<file path="src/rtl/busca_instrucao.sv">
// busca_instrucao: fetch stage, one outstanding memory request feeding a decoder FIFO; FETCH_CNT_EN adds n_busca/n_descarte counters
module busca_instrucao #(
    parameter int DATA_W = 16,
    parameter int ADDR_W = 16,
    parameter int DEPTH  = 2
) (
    input  logic              sys_clock,
    input  logic              reset,
    input  logic [ADDR_W-1:0] end_prox,
    input  logic              end_valid,
    output logic              avanca,
    input  logic              flush,
    output logic              mem_req,
    output logic [ADDR_W-1:0] mem_addr,
    input  logic              mem_ack,
    input  logic [DATA_W-1:0] mem_data,
    output logic [DATA_W-1:0] inst,
    output logic [ADDR_W-1:0] inst_end,
    output logic              inst_valid,
    input  logic              inst_ready
`ifdef FETCH_CNT_EN
    ,
    output logic [15:0]       n_busca,
    output logic [15:0]       n_descarte
`endif
);
    localparam int PW = $clog2(DEPTH);
    localparam int CW = PW + 1;
    localparam logic [CW-1:0] FULL = CW'(DEPTH);
    typedef enum logic [1:0] {OCIOSO, ESPERA, DESCARTA} estado_t;
    estado_t estado, estado_prox;
    logic [DATA_W+ADDR_W-1:0] fila [DEPTH];
    logic [PW-1:0] wr_ptr, rd_ptr;
    logic [CW-1:0] count;
    logic captura, push, pop, drop;
    // capture only from idle, so a free slot always exists for the response
    assign captura = reset && !flush && end_valid && estado == OCIOSO && count < FULL;
    assign push = !flush && mem_ack && estado == ESPERA;
    assign pop = !flush && inst_valid && inst_ready;
    assign drop = mem_ack && (estado == DESCARTA || (estado == ESPERA && flush));
    assign avanca = captura;
    assign mem_req = estado != OCIOSO;
    assign inst_valid = count != '0;
    assign {inst, inst_end} = fila[rd_ptr];
    always_comb begin
        estado_prox = estado == OCIOSO ? (captura ? ESPERA : OCIOSO) : mem_ack ? OCIOSO : flush ? DESCARTA : estado;
    end
    always_ff @(posedge sys_clock) begin
        if (!reset) begin
            estado <= OCIOSO;
            mem_addr <= '0;
            wr_ptr <= '0;
            rd_ptr <= '0;
            count <= '0;
            for (int i = 0; i < DEPTH; i++) fila[i] <= '0;
        end else begin
            estado <= estado_prox;
            if (captura) mem_addr <= end_prox;
            if (push) fila[wr_ptr] <= {mem_data, mem_addr};
            wr_ptr <= flush ? '0 : wr_ptr + PW'(push);
            rd_ptr <= flush ? '0 : rd_ptr + PW'(pop);
            count <= flush ? '0 : count + CW'(push) - CW'(pop);
        end
    end
`ifdef FETCH_CNT_EN
    always_ff @(posedge sys_clock) begin
        if (!reset) begin
            n_busca <= '0;
            n_descarte <= '0;
        end else begin
            n_busca <= n_busca + 16'(push);
            n_descarte <= n_descarte + (flush ? 16'(count) : 16'd0) + 16'(drop);
        end
    end
`endif
endmodule

</file>
<file path="config.mk">
export PLATFORM = sky130hd
export DESIGN_NAME = busca_instrucao
export DESIGN_NICKNAME = d
export VERILOG_FILES = /design/src/rtl/busca_instrucao.sv
export SDC_FILE = /design/constraint.sdc
export NUM_CORES = 1
export LEC_CHECK = 0
export CORE_UTILIZATION = 49
export CTS_CLUSTER_SIZE = 14
export DETAILED_ROUTE_END_ITERATION = 6
export PLACE_DENSITY = 0.81
export REMOVE_ABC_BUFFERS = 1
export SYNTH_ARGS = -nofsm -noshare
export SYNTH_HDL_FRONTEND = slang
export SYNTH_SLANG_ARGS = --single-unit
</file>
<file path="constraint.sdc">
create_clock -name sys_clock -period 2.4 [get_ports sys_clock]
set_input_delay 0.36 -clock sys_clock [delete_from_list [all_inputs] [get_ports sys_clock]]
set_output_delay 0.36 -clock sys_clock [all_outputs]
set_load 0.01 [all_outputs]
</file>
Word level (Yosys, flattened, before mapping) --
Memories as Yosys holds them, arrays and structs flattened. A register that Yosys moved wholly into a read port is not among the register bits. Index checks and enable logic that the tools add are counted.
Word-level totals: bits in registers 22, latch bits 0, memory bits (writable) 64, ROM bits 0, input port bits 38, memories kept 1
Memory list:
- fila | words 2, width 32, rd ports 1, clocked after Yosys merged registers in 1, write ports 2, RTL line 32 | logic [DATA_W+ADDR_W-1:0] fila [DEPTH];
Cells by class: add/sub/neg operators 4, multipliers 0, divide/modulo/power cells 0, magnitude comparators 1, equal/unequal tests 1, shifts and indexed selects 0, mux-type cells 12, bitwise logic cells 1, reduce and logical (&&, ||, !) cells 15
Operator list (count):
- two-way mux 32 bit | 1
- OR reduction 32 bit | 1
- logical AND 1 bit | 8
- two-way mux 1 bit | 8
- two-way mux 2 bit | 3
- nonzero test 2 bit | 2
- nonzero test 3 bit | 1
- adder 1 bit | 2
- adder 2 x 1 -> 2 bit | 1
- == test 2 x 1 -> 1 bit (second input constant) | 1
- zero test 2 bit | 1
- < comparator 2 bit (second input constant) | 1
- OR reduction 2 bit | 1
- subtractor 2 x 1 -> 2 bit | 1
- zero test 1 bit | 1
- inverter 1 bit | 1

Longest topological paths before layout --
Gate-level depths: netlist of the first run.
depth after elaboration 8, mapped depth 7

Least setup slack after synthesis of the first run --
OpenSTA, ideal clock, no wires.
path type input to register, start in flush, end mem fila[1][0] (netlist name), enable pin, data arrival time 1.802 ns, path slack 0.204 ns, cell stages on the path 3, path buffers 0, cells stage by stage nand2b_1 nor3_1 nand2b_1
RTL lines:
- from (decl) | RTL line 12 | input logic flush,
- to (decl) | RTL line 32

Worst setup path after layout of the first run --
start reg estado[0], end out avanca
On the way: word-level cells in the longest chain between the ends 3
RTL lines:
- from (decl) | RTL line 31 | estado_t estado, estado_prox;
- from (signal assigned) | RTL line 57 | estado <= estado_prox;
- zero test 2 bit | RTL line 37 | assign captura = reset && !flush && end_valid && estado == OCIOSO && count < FULL;
- logical AND 1 bit (2 in a row) | RTL line 37
- to (decl) | RTL line 11 | output logic avanca,
Every way passes these cells.

==> metrics.txt, run 1 <==
Worst VDD drop=about 300 uV; Starting Density=0.507; Clock Skew=0.00970 ns; commonest non-fill, non-tap cells in the layout=87 x clkdlybuf4s50_1, 64 x and2_1, 64 x edfxtp_1; Clk Latency, worst-skew pair=0.35 ns; Seq/Total Area, Yosys=0.642; most common cell after layout, fill and taps aside=clkdlybuf4s50_1; largest net degree at the start of global routing=33; crit path max fanout=5; die area=around 8000 sq um; register bit total from synthesis=86; Power Density=601 nW/um^2; Reg power frac=0.562; post-synthesis cell count=approximately 280; Diodes inserted=0; final wirelength=about 7.2 mm; Reg clk slew, reported paths=approximately 0.080 ns; Final setup viols=0; CTS Buf Count=9; Post-Place Cells=about 460; WHS=0.493 ns; Remaining Overflow, GRT=0; Tot GR Track Use=0.191; worst slew pin tran=about 0.36 ns; Critical Path RT=between 2 and 2.5 ns; HP Start=mem_addr[1]; ratio of cells with drive above 1 in the final layout=0.181; Port Buffer Count=88; final number of hold-violating endpoints=0; fmax=464 MHz; switching power share of the total=0.219; Fillers=567; fin crit period=2.16 ns; hpwl dp=about 4.8 mm; startpoint class of the critical path=register; Hold-fix buffers, CTS=0; drt wl/cell=approximately 15 um; Top Ports=slightly below 90; Gate power share=0.088; CTS Root Cell=clkbuf_8; RePlAce Congestion=approximately 0.75; Final period util=0.899; vias per cell=4.93; routed vias=2,368; final core utilization=0.681; H-tree depth=3; Pint=~2.3 mW; Layout Cells excl Fill=480; critical path type=register to primary output; Die Width=around 89 um; hold path depth=2; max-slew violations=0; R2R setup slack=approximately 0.75 ns; Layout area overhead=34.1%; worst hold endpoint=mem_addr[1]; clk buf depth=2; TritonCTS clock tree=built; global-route wire length before repair=around 11 mm; Worst R2R Start=estado[0]; Synth Area per Inst=approximately 13 sq um; worst r2r dst=mem_addr[3]; HP Class=register to register; Post-Synthesis Cell Area=3680 sq um; synth unique cells=26; RSZ-0062 raised after global routing=false; Arr. time, crit path=roughly 1.8 ns; total power=2.97 mW; Clock power frac=0.350; Die Ht=88.7 um; max cap viols=0; DRT Pass-1 Iters=4; Worst Setup End Kind=primary output; Rel. slew slack=0.756; status=completed; DRT iter0 DRCs=a little over 100; net load switching power=0.649 mW; Leak=~2 nW; post-CTS resize count=1; core footprint=7250 sq um; row count=31; initial antenna violation count=0; Clock Sink Count=86; Post-DRT Antenna Nets=0; R2R depth=4; Ys Warns=0; vias in the first global route=2,391; # DRC=0; setup repair bufs after CTS=0; nets=between 400 and 500
-- sequential cells by signal, indices dropped and copies added, names as in the netlist --
name      cells
wr_ptr        1
count         2
fila         64
mem_addr     16
rd_ptr        1
estado        2
-- per-stage QoR --
| stage | area (sq um) | setup WS (ns) | setup TNS (ns) |
|---|---|---|---|
| floorplan | 3610 | -0.657 | -21.03 |
| global placement | 4730 | -0.0225 | -0.0225 |
| detailed placement | 4730 | -0.0483 | -0.0483 |
| CTS | 4940 | 0.215 | 0 |
| global route | 4940 | 0.157 | 0 |
| finish | 4940 | 0.244 | 0 |
-- cell usage after synthesis, drive strengths merged --
cell,n,area share
nor4,1,0.0017
clkbuf,12,0.012
mux2,32,0.098
ha,1,0.0034
buf,2,0.0061
and4bb,1,0.0034
o21ai,2,0.0027
nand2b,3,0.0051
inv,20,0.020
a21boi,1,0.0020
or2,1,0.0024
and2,64,0.11
xor2,1,0.0024
nand3b,1,0.0020
nor3,3,0.0041
dfxtp,22,0.12
o31a,1,0.0024
edfxtp,64,0.52
nand2,19,0.019
nor2,4,0.0041
mux2i,16,0.044
or4b,1,0.0037
or3,1,0.0017
nor3b,1,0.0020
a21oi,3,0.0041
xnor2,1,0.0024
-- cell type report --
cell class | instances | area (sq um) | share of cell area
Clock buffer | 10 | 138 | 0.0279
Clock inverter | 6 | 68.8 | 0.0139
Inverter | 20 | 75.1 | 0.0152
Multi-Input combinational cell | 158 | 1190 | 0.241
Sequential cell | 86 | 2360 | 0.479
Tap cell | 99 | 124 | 0.0251
Timing Repair Buffer | 101 | 977 | 0.198
-- cells by family (layout without fill, tap and decap cells) --
family / Yosys count / in the layout / share of synthesized area
AOI/OAI and AO/OA: 7 / 7 / 0.0112
xor gates and xnor gates: 2 / 2 / 0.00476
adders and majority gates: 1 / 1 / 0.00340
buffers and inverters: 34 / 137 / 0.0388
DFF: 86 / 86 / 0.642
muxes: 48 / 48 / 0.141
and+or+nand+nor: 100 / 100 / 0.158
-- critical path, cell delays in order, from the launching register on --
cell and delay (ns):
dfxtp_1 0.35, or2_4 0.25, or4b_4 0.52, inv_1 0.06, dlygate4sd2_1 0.27
-- worst max path at each step --
| stage | depth (start not counted) | end | startpoint |
|---|---|---|---|
| 2_1_floorplan | 3 | fila[1][0] | flush |
| 3_3_place_gp | 5 | avanca | reset |
| 3_5_place_dp | 5 | avanca | reset |
| 4_1_cts | 4 | avanca | estado[0] |
| 5_1_grt | 4 | avanca | estado[1] |
| 6_report | 4 | avanca | estado[0] |
-- power by group through the flow --
| stage | Clock (mW) | Sequential, mW | Combinational (mW) |
|---|---|---|---|
| 6_report | 1.04 | 1.67 | 0.261 |
| 3_3_place_gp | 0 | 1.70 | 0.259 |
| 2_1_floorplan | 0 | 1.70 | 0.0825 |
| 5_1_grt | 1.11 | 1.67 | 0.282 |
| 3_5_place_dp | 0 | 1.70 | 0.264 |
| 4_1_cts | 1.05 | 1.67 | 0.265 |
-- metal layers --
metal  wire, um  up-vias  global-route usage
li1           -     1140                   -
met1       2930     1153               0.221
met2       3770       67               0.343
met3        376        8              0.0504
met4         94        0              0.0674
met5          0        -                   0
No activity file was read; power rests on OpenSTA's default activity.
==> run 2, diff against run 1 <==
Settings changed: CORE_ASPECT_RATIO set to 1.5.
==> run 2 against run 1 <==
Critical path type unchanged. Global-route usage up 0.45 points. Fmax down 1.8%. Clock power down 10%. Setup slack worse by 0.040 ns. Final area down 0.48%. Via count down 0.68%. Die area about the same. Critical endpoint is now inst_end[4]. Worst hold slack worse by 0.0060 ns. Non-clock buffer count down 1. Cell count down 0.21%.
==> metrics.txt, run 2 (same netlist as run 1, synthesis figures left out) <==
final number of hold-violating endpoints=0 (unchanged); Layout area overhead=33.5%; Gate power share=0.092 (+0.004); Die Ht=108 um (+22%); total power=2.86 mW (-3.5%); max-slew violations=0 (unchanged); nets=414 (-0.24%); worst-path cell chain=buf_4, mux2_2, clkdlybuf4s50_1; Post-DRT Antenna Nets=0 (unchanged); fmax=455 MHz (-1.8%); Clock power frac=0.325 (-0.025); Worst Setup End Kind=primary output; routed vias=2,352 (-0.68%); area post-placement=4730 sq um (about the same); Layout Cells excl Fill=479 (-0.21%); commonest non-fill, non-tap cells in the layout=87 x clkdlybuf4s50_1, 64 x and2_1, 64 x edfxtp_1; core footprint=7230 sq um (-0.36%); Tot GR Track Use=0.196 (+0.00448); Reg power frac=0.583 (+0.021); Critical Path RT=2.04 ns (about the same); hpwl dp=4.76 mm (-1.6%); global-route wire length before repair=11.1 mm (+0.93%); critical path type=register to primary output; max FFs per register=64 (unchanged); CTS Root Cell=clkbuf_8; Slowest-stage cell, CP=clkdlybuf4s50_1; status=completed; RSZ-0062 raised after global routing=false; Die Width=72.8 um (-18%); Worst VDD drop=283 uV (-4.7%); vias per cell=4.91 (-0.47%); drt wl/cell=15.1 um (+0.78%); HP Class=register to register; max cap viols=0 (unchanged); Final period util=0.915 (+0.0167); row count=38 (+23%); slowest stage delay, CP=0.50 ns (-0.02 ns); net load switching power=0.599 mW (-7.7%); Arr. time, crit path=1.84 ns (+0.04 ns); H-tree depth=3 (unchanged); die area=7870 sq um (about the same); final wirelength=7.22 mm (+0.57%); switching power share of the total=0.209 (-0.00958); Design Area, Final=4910 sq um (-0.48%); # DRC=0 (unchanged); clk buf depth=2 (unchanged); Clk Latency, worst-skew pair=0.34 ns (about the same); DRT Pass-1 Iters=4 (unchanged); most common cell after layout, fill and taps aside=clkdlybuf4s50_1; largest registers=fila x64, mem_addr x16; Fin Setup TNS=0 ns (unchanged); worst slew pin tran=0.328 ns (-0.0365 ns); startpoint class of the critical path=register; Top Ports=89 (unchanged); setup repair bufs after CTS=0 (unchanged); RePlAce Congestion=0.751 (+0.39%); TritonCTS clock tree=built; largest net degree at the start of global routing=33 (unchanged); Final setup viols=0 (unchanged); vias in the first global route=2,351 (-1.7%); crit path max fanout=21 (+16); Top reg by flops=fila; Reg clk slew, reported paths=0.08 ns (about the same); Port Buffer Count=88 (unchanged); DRT iter0 DRCs=98 (-3.0%); Pint=2.26 mW (-2.3%); initial antenna violation count=0 (unchanged); Clock Sink Count=86 (unchanged); Remaining Overflow, GRT=0 (unchanged); ratio of cells with drive above 1 in the final layout=0.166 (-0.0149); fin crit period=2.20 ns (+0.0400 ns); Clock Skew=0.00804 ns (-0.00166 ns); Leak=1.99 nW (-0.59%); CTS Buf Count=9 (unchanged); Post-Place Cells=464 (unchanged); Starting Density=0.509 (+0.00184); Diodes inserted=0 (unchanged); Power Density=583 nW/um^2 (-3.0%); Rel. slew slack=0.780 (+0.0244)
[run 2: per-stage QoR]
step	util	hold WS (ns)	setup slack (ns)
3_3_place_gp	0.655	0.466	-0.0564
5_1_grt	0.680	0.508	0.132
3_5_place_dp	0.655	0.476	-0.0643
4_1_cts	0.680	0.489	0.175
6_report	0.680	0.487	0.203
2_1_floorplan	-	0.436	-0.657
[run 2: worst max-delay path, delay by kind of cell (launching register included)]
family,cells,cell delay (ns)
multiplexers,1,0.37
flip-flops,1,0.33
buffers and inverters,2,0.78
[run 2: layout make-up]
class / count / area [sq um]
Timing Repair Buffer: 100 / 982
Clock buffer: 14 / 174
Clock inverter: 1 / 5.00
Multi-Input combinational cell: 158 / 1190
Inverter: 20 / 75.1
Sequential cell: 86 / 2360
Fill cell: 560 / 2310
Tap cell: 100 / 125
[run 2: timing repair]
action                                  CTS  global route
hold buffers                              0             0
resized for setup                         1             0
endpoints found under the setup margin    1             0
[run 2: path summary, 6_finish.rpt]
path / end / start / depth (start not counted) / slack, ns
max: inst_end[4] / rd_ptr / 3 / 0.20
min: mem_addr[0] / mem_addr[0] / 2 / 0.49
max reg2reg: count[1] / count[1] / 7 / 0.75
min reg2reg: mem_addr[0] / mem_addr[0] / 2 / 0.49
[run 2: power groups by stage]
| stage | Clock [mW] | Combinational, mW | Sequential [mW] |
|---|---|---|---|
| after floorplan | 0 | 0.0825 | 1.70 |
| after global placement | 0 | 0.263 | 1.70 |
| after detailed placement | 0 | 0.266 | 1.70 |
| after CTS | 0.941 | 0.267 | 1.67 |
| after global routing | 1.01 | 0.281 | 1.67 |
| final | 0.931 | 0.263 | 1.67 |
[run 2: metal layers]
| layer | vias up | track usage | part of all wire |
|---|---|---|---|
| met1 | 1135 | 0.206 | 0.38 |
| met2 | 59 | 0.339 | 0.55 |
| met5 | - | 0 | 0 |
| met4 | 0 | 0.120 | 0.031 |
| met3 | 15 | 0.0559 | 0.040 |
| li1 | 1143 | - | - |
